$ cat config.mk
export PLATFORM = sky130hd
export DESIGN_NAME = noc_local_ni
export DESIGN_NICKNAME = d
export VERILOG_FILES = /design/src/rtl/noc_local_ni.sv
export SDC_FILE = /design/constraint.sdc
export NUM_CORES = 1
export LEC_CHECK = 0
export BUFFER_PORTS_ARGS = -buffer_cell sky130_fd_sc_hd__buf_2
export CORE_MARGIN = 2
export CORE_UTILIZATION = 32
export DETAILED_ROUTE_END_ITERATION = 12
export GPL_TIMING_DRIVEN = 0
export SYNTH_ARGS = -nofsm -noshare
export SYNTH_HDL_FRONTEND = slang
export SYNTH_SLANG_ARGS = --single-unit
$ cat constraint.sdc
create_clock -name clk -period 6.6 [get_ports clk]
set_input_delay 1.32 -clock clk [delete_from_list [all_inputs] [get_ports clk]]
set_output_delay 1.32 -clock clk [all_outputs]
set_load 0.02 [all_outputs]
$ cat src/rtl/noc_local_ni.sv
// Local network interface between a core and a router port: credit-based TX with packet
// framing, and an RX FIFO that returns credits. Optional err_o status via NOC_NI_ERR_STATUS_EN.
module noc_local_ni #(
    parameter int unsigned CREDITS  = 8,
    parameter int unsigned RX_DEPTH = 8
) (
    input  logic        clk,
    input  logic        reset,
    input  logic        core_tx_valid_i,
    input  logic [15:0] core_tx_data_i,
    output logic        core_tx_ready_o,
    output logic        ni_valid_o,
    output logic [15:0] ni_data_o,
    input  logic        ni_credit_i,
    input  logic        ni_valid_i,
    input  logic [15:0] ni_data_i,
    output logic        ni_credit_o,
    output logic        core_rx_valid_o,
    output logic [15:0] core_rx_data_o,
    input  logic        core_rx_ready_i,
    output logic        tx_busy_o,
    output logic [1:0]  err_o
);

    localparam int unsigned CW = $clog2(CREDITS + 1);
    localparam int unsigned AW = $clog2(RX_DEPTH);
    localparam int unsigned PW = AW + 1;

    typedef enum logic {IDLE, PAYLOAD} tx_state_t;

    tx_state_t      state;
    logic [2:0]     remaining;
    logic [CW-1:0]  credits;
    logic           credits_full;
    logic           tx_accept;

    logic [15:0]    rx_mem [RX_DEPTH];
    logic [PW-1:0]  wr_ptr;
    logic [PW-1:0]  rd_ptr;
    logic           rx_empty;
    logic           rx_full;
    logic           rx_pop;
    logic           rx_push;

    assign core_tx_ready_o = (credits != '0);
    assign tx_accept       = core_tx_valid_i && core_tx_ready_o;
    assign credits_full    = (credits == CW'(CREDITS));

    // Accept and credit return in the same cycle cancel; a return while full saturates.
    always_ff @(posedge clk) begin
        if (!reset) begin
            credits <= CW'(CREDITS);
        end else if (tx_accept && !ni_credit_i) begin
            credits <= credits - CW'(1);
        end else if (!tx_accept && ni_credit_i && !credits_full) begin
            credits <= credits + CW'(1);
        end
    end

    always_ff @(posedge clk) begin
        if (!reset) begin
            ni_valid_o <= 1'b0;
            ni_data_o  <= '0;
        end else begin
            ni_valid_o <= tx_accept;
            if (tx_accept) begin
                ni_data_o <= core_tx_data_i;
            end
        end
    end

    always_ff @(posedge clk) begin
        if (!reset) begin
            state     <= IDLE;
            remaining <= '0;
            tx_busy_o <= 1'b0;
        end else if (tx_accept) begin
            case (state)
                IDLE: begin
                    if (core_tx_data_i[2:0] != 3'd0) begin
                        state     <= PAYLOAD;
                        remaining <= core_tx_data_i[2:0];
                        tx_busy_o <= 1'b1;
                    end
                end
                PAYLOAD: begin
                    remaining <= remaining - 3'd1;
                    if (remaining == 3'd1) begin
                        state     <= IDLE;
                        tx_busy_o <= 1'b0;
                    end
                end
                default: begin
                    state     <= IDLE;
                    tx_busy_o <= 1'b0;
                end
            endcase
        end
    end

    assign rx_empty        = (wr_ptr == rd_ptr);
    assign rx_full         = (wr_ptr[PW-1] != rd_ptr[PW-1]) && (wr_ptr[AW-1:0] == rd_ptr[AW-1:0]);
    assign rx_pop          = !rx_empty && core_rx_ready_i;
    assign rx_push         = ni_valid_i && (!rx_full || rx_pop);
    assign core_rx_valid_o = !rx_empty;
    assign core_rx_data_o  = rx_mem[rd_ptr[AW-1:0]];

    always_ff @(posedge clk) begin
        if (rx_push) begin
            rx_mem[wr_ptr[AW-1:0]] <= ni_data_i;
        end
    end

    always_ff @(posedge clk) begin
        if (!reset) begin
            wr_ptr      <= '0;
            rd_ptr      <= '0;
            ni_credit_o <= 1'b0;
        end else begin
            ni_credit_o <= rx_pop;
            if (rx_push) begin
                wr_ptr <= wr_ptr + PW'(1);
            end
            if (rx_pop) begin
                rd_ptr <= rd_ptr + PW'(1);
            end
        end
    end

`ifdef NOC_NI_ERR_STATUS_EN
    logic [1:0] err_q;

    always_ff @(posedge clk) begin
        if (!reset) begin
            err_q <= '0;
        end else begin
            if (ni_credit_i && !tx_accept && credits_full) begin
                err_q[0] <= 1'b1;
            end
            if (ni_valid_i && rx_full && !rx_pop) begin
                err_q[1] <= 1'b1;
            end
        end
    end

    assign err_o = err_q;
`else
    assign err_o = 2'b00;
`endif

endmodule

* Word level (Yosys, flattened, before mapping)
Memories as Yosys holds them, arrays and structs flattened. A register that Yosys moved wholly into a read port is not among the register bits. Index checks and enable logic that the tools add are counted.
Cells by class: add/subtract/negate cells 5, equality and inequality tests 7, multiplexer cells 14, bitwise operators 1, reduce and logical (&&, ||, !) cells 18
Operators with widths (count):
- $add 4x1->4 const B | 3
- $mux 3 | 3
- $mux 4 | 2
- $logic_and 1x1->1 | 7
- $mux 1 | 6
- $pmux 3 s2 | 1
- $logic_not 1->1 | 5
- $eq 4x4->1 | 1
- $eq 4x4->1 const B | 1
- $pmux 1 s2 | 2
- $reduce_bool 4->1 | 1
- $sub 4x1->4 const B | 1
- $eq 3x1->1 const B | 1
- $eq 3x3->1 | 1
- $reduce_and 3->1 | 1
- $reduce_bool 3->1 | 1
- $sub 3x1->3 const B | 1
- $ne 2x1->1 const B | 1
- $ne 2x2->1 const B | 1
- $reduce_and 2->1 | 1
- $reduce_bool 2->1 | 1
- $logic_or 1x1->1 | 1
- $ne 1x1->1 | 1
- $not 1->1 | 1
Storage, ports and cells: register bits 35, RAM bits 128, input port bits 38, output and inout port bits 39, word-level logic and storage cells 55, memories kept 1
Memories:
- rx_mem | depth 8, bits a word 16, read ports 1, clocked after Yosys merged registers in 1, write ports 1, RTL line 37 | logic [15:0] rx_mem [RX_DEPTH];

* Logic depth before layout (Yosys ltp)
depth after elaboration 7, mapped depth 8, depth with buffers taken out 7

* Worst setup path before layout
Ideal clock, no wire load.
path type input to register, start input core_rx_ready_i, end memory rx_mem[0][0] (enable), data arrival time 2.982 ns, data required time 6.191 ns, path slack 3.209 ns, stages on the path 4, path buffers 1, cell sequence or2_2 -> clkbuf_1 -> o211ai_1 -> nor3_1
On the way: longest elaborated chain between the ends 5
RTL lines:
- start: declaration | RTL line 20 | input logic core_rx_ready_i,
- $logic_and 1x1->1 | RTL line 103 | assign rx_pop = !rx_empty && core_rx_ready_i;
- $logic_or 1x1->1 | RTL line 104 | assign rx_push = ni_valid_i && (!rx_full || rx_pop);
- $logic_and 1x1->1 | RTL line 104
- $mux 1 | RTL line 109 | if (rx_push) begin
- $mux 1 (not written as such) | RTL line 110 | rx_mem[wr_ptr[AW-1:0]] <= ni_data_i;
- end: declaration | RTL line 37
Every way passes these cells.

==> run_results.csv <==
group,metric,value,unit
run_status,status,"finished clean",
logic_synthesis,synth_top_area_share,57.73,%
setup_path,critPathArrivalTime,2.43,ns
die,io_pins,77,
power_and_ir_drop,power.density,379.0,nW/um^2
finish,layout.cells.non_filler,807,
power_and_ir_drop,power_frac_comb,28.3,%
setup_path,regToRegSetupSlack,4.02,ns
logic_synthesis,ys_top_cells_by_area,"edfxtp_1 58%, dfxtp_1 11%, mux4_2 11%",
global_routing,antenna_found_initial,1,
route,drc,0,
setup_path,r2r_cells,6,
die,die_height,148.2,um
sta,setup_ws,2.850,ns
clock_network,postCtsHoldBufs,0,
logic_synthesis,syn_area,6658,um^2
finish,area_growth,20.62,%
sta,drv_slew,0,
finish,final_nets,566,
setup_path,cp_common_cell,"buf_2",
setup_path,cp.required,5.28,ns
power_and_ir_drop,internal_power,0.002094,W
sta,min_period_over_period,56.81,%
place,port-buffer-count,74,
setup_path,reg2reg_to,"rx_mem[4][7]",
power_and_ir_drop,p_sw,0.0009490,W
place,placedCellCount,774,
die,core,20300,um^2
global_routing,grt_max_degree,17,
clock_network,post_cts.repair.setup_buffers,0,
sta,timing.setup.tns,0,ns
place,dp_worst_setup_slack,3.106,ns
sta,setup_viol_count_final,0,
clock_network,cts_resized,0,
setup_path,cp-start-kind,"register",
logic_synthesis,synthArstFlopShare,0,%
power_and_ir_drop,swShare,31.18,%
power_and_ir_drop,power_frac_clock,29.2,%
setup_path,path_class,"reg2out",
min_path,min_from,"ni_data_o[6]",
global_routing,grt_pass1_wl,21.41,mm
setup_path,path_cells,"clkbuf_1, buf_2, mux4_2, mux2_2, buf_2",
logic_synthesis,netlist-cell-type-count,50,
global_routing,grt_pass1_vias,4057,
sta,max_clock_freq,266.7,MHz
sta,rsz0062_at_grt,"false",
logic_synthesis,ys_ff_latch,166,
route,firstDrtPassIters,5,
route,wl,13.60,mm
die,rows,52,
sta,fin_skew,0.01146,ns
die,start_util,32.80,%
sta,max_slew_margin,39.10,%
sta,hold_ws,0.4527,ns
logic_synthesis,synth_top_cell_by_area,"edfxtp_1",
setup_path,critPathMaxStageDelay,0.55,ns
sta,hold_viol,0,
setup_path,rr_startpoint,"wr_ptr[3]",
power_and_ir_drop,power_leakage,2.793,nW
global_routing,grt_usage,12.81,%
route,drtIter0Drc,222,
sta,tightest_slew,0.9085,ns
clock_network,insertion_delay,0.42,ns
logic_synthesis,seq_area_frac_synth,69.16,%
logic_synthesis,synth_flop_cell,"edfxtp_1",
clock_network,htreeDepth,4,
global_routing,overflow,0,
clock_network,cts_made_buffers,17,
logic_synthesis,yosys_warnings,0,
logic_synthesis,synth_edf_count,128,
clock_network,cts_max_path_buffers,2,
die,die_area,21980,um^2
die,fp.dieW,148.2,um
finish,drive_gt1_share,34.14,%
route,vias,3944,
clock_network,cts.sinks,166,
power_and_ir_drop,seqPwrFrac,42.5,%
route,via_per_inst,4.887,
logic_synthesis,synthCells,421,
place,place_area,7500,um^2
finish,design_area,8030,um^2
logic_synthesis,avgSynthCellArea,15.81,um^2
setup_path,end_kind,"primary output",
min_path,min_path_type,"reg2reg",
route,wl_per_cell,16.86,um
place,place.gp.congestion,0.7407,
power_and_ir_drop,vdd_ir_drop_max,169.1,uV
route,ant_nets,0,
clock_network,worst_setup_hold_path_clk_slew,0.07,ns
min_path,min_to,"ni_data_o[6]",
setup_path,worst_path_max_delay_cell,"mux4_2",
setup_path,cp_max_fo,10,
sta,fin_crit,3.750,ns
min_path,holdPathStages,2,
flow_run,drv_cap,0,
clock_network,cts_tree,"yes",
place,dpl.hpwl,9.473,mm
clock_network,root_buffer,"clkbuf_16",
synthesized netlist by cell type (6+ instances only):
library cell  number
mux2_2            16
nor3_1             6
mux4_2            32
nand2_1           53
nor2_1            18
edfxtp_1         128
dfxtp_1           38
a21oi_1           23
inv_1              7
buf_2              9
clkbuf_1          15
stage by stage:
step | power [W] | utilization (%)
3_5_place_dp | 0.002186 | 36.95
5_1_grt | 0.003201 | 39.55
2_1_floorplan | 0.001916 | -
4_1_cts | 0.003075 | 39.55
3_3_place_gp | 0.002143 | 36.30
6_report | 0.003043 | 39.56
power groups by stage:
stage | sequential (W) | combinational, W | clock (W)
6_report | 0.00129 | 0.000861 | 0.000889
3_5_place_dp | 0.00131 | 0.000872 | 0
3_3_place_gp | 0.00131 | 0.000829 | 0
4_1_cts | 0.00129 | 0.000874 | 0.000908
2_1_floorplan | 0.00133 | 0.000587 | 0
5_1_grt | 0.00130 | 0.000939 | 0.000957
flip-flops by register name (all words and copies together) (netlist names), named ones only:
| register | flops |
|---|---|
| tx_busy_o | 1 |
| rx_mem | 128 |
| credits | 4 |
| wr_ptr | 4 |
| state | 1 |
| ni_data_o | 16 |
| ni_credit_o | 1 |
| remaining | 3 |
| ni_valid_o | 1 |
| rd_ptr | 4 |
cells by family (layout without fill, tap and decap cells):
kind of cell	after synthesis	count (layout)	share of synthesized area [%]
AND/OR/NAND/NOR	103	103	6.991
buffers and inverters	36	150	2.424
flip-flops	166	166	69.16
adder cells (fa/ha/maj)	5	5	0.9397
other	1	3	0.05633
AO/OA/AOI/OAI	50	50	5.225
multiplexers	53	53	14.28
XOR/XNOR	7	7	0.9209
worst max path at each step:
stage	from	endpoint	slack [ns]	cells after the start
2_1_floorplan	core_rx_ready_i	rx_mem[0][0]	3.21	4
3_5_place_dp	core_rx_ready_i	rx_mem[4][7]	3.11	6
5_1_grt	register	core_rx_data_o[12]	2.65	5
6_report	register	core_rx_data_o[6]	2.85	5
3_3_place_gp	core_rx_ready_i	rx_mem[0][12]	1.87	5
4_1_cts	register	core_rx_data_o[12]	2.79	5
cell type report:
class                   instances  area, um^2
clock inverters                14       98.84
repair buffers                 82       475.5
plain buffers                  29       135.1
fillers                      1905       12270
multi-input cells             220        1921
flip-flops and latches        166        4604
well taps                     270       337.8
clock buffers                  18       429.2
inverters                       7       26.28
diodes                          1       2.502
cells in the final DEF, fill, tap and decap left out, types with 4 or more instances in the layout:
cell / count
inv_1: 7
clkinvlp_4: 4
inv_6: 4
nand2_1: 53
nor2_1: 12
nand3_1: 4
a21oi_1: 23
dfxtp_1: 38
nand2b_1: 5
buf_8: 4
buf_2: 83
nor2_2: 6
buf_6: 5
xnor2_1: 5
mux2i_1: 5
clkbuf_1: 16
mux2_2: 16
nand4_1: 4
ha_1: 5
edfxtp_1: 128
o311ai_0: 4
mux4_2: 32
clkbuf_16: 17
nor3_1: 4
critical path: cells and delay by family, from the launching register on:
family,cells,cell delay [ns]
DFF,1,0.30
buffers and inverters,3,0.87
muxes,2,0.85
layer usage:
metal | GRT usage, % | vias up | wire length, um
li1 | - | 1825 | -
met1 | 15.47 | 1993 | 5924
met2 | 22.08 | 122 | 6835
met3 | 4.172 | 4 | 798
met4 | 3.571 | 0 | 43
met5 | 0 | - | 0
(Power assumes the default switching activity.)
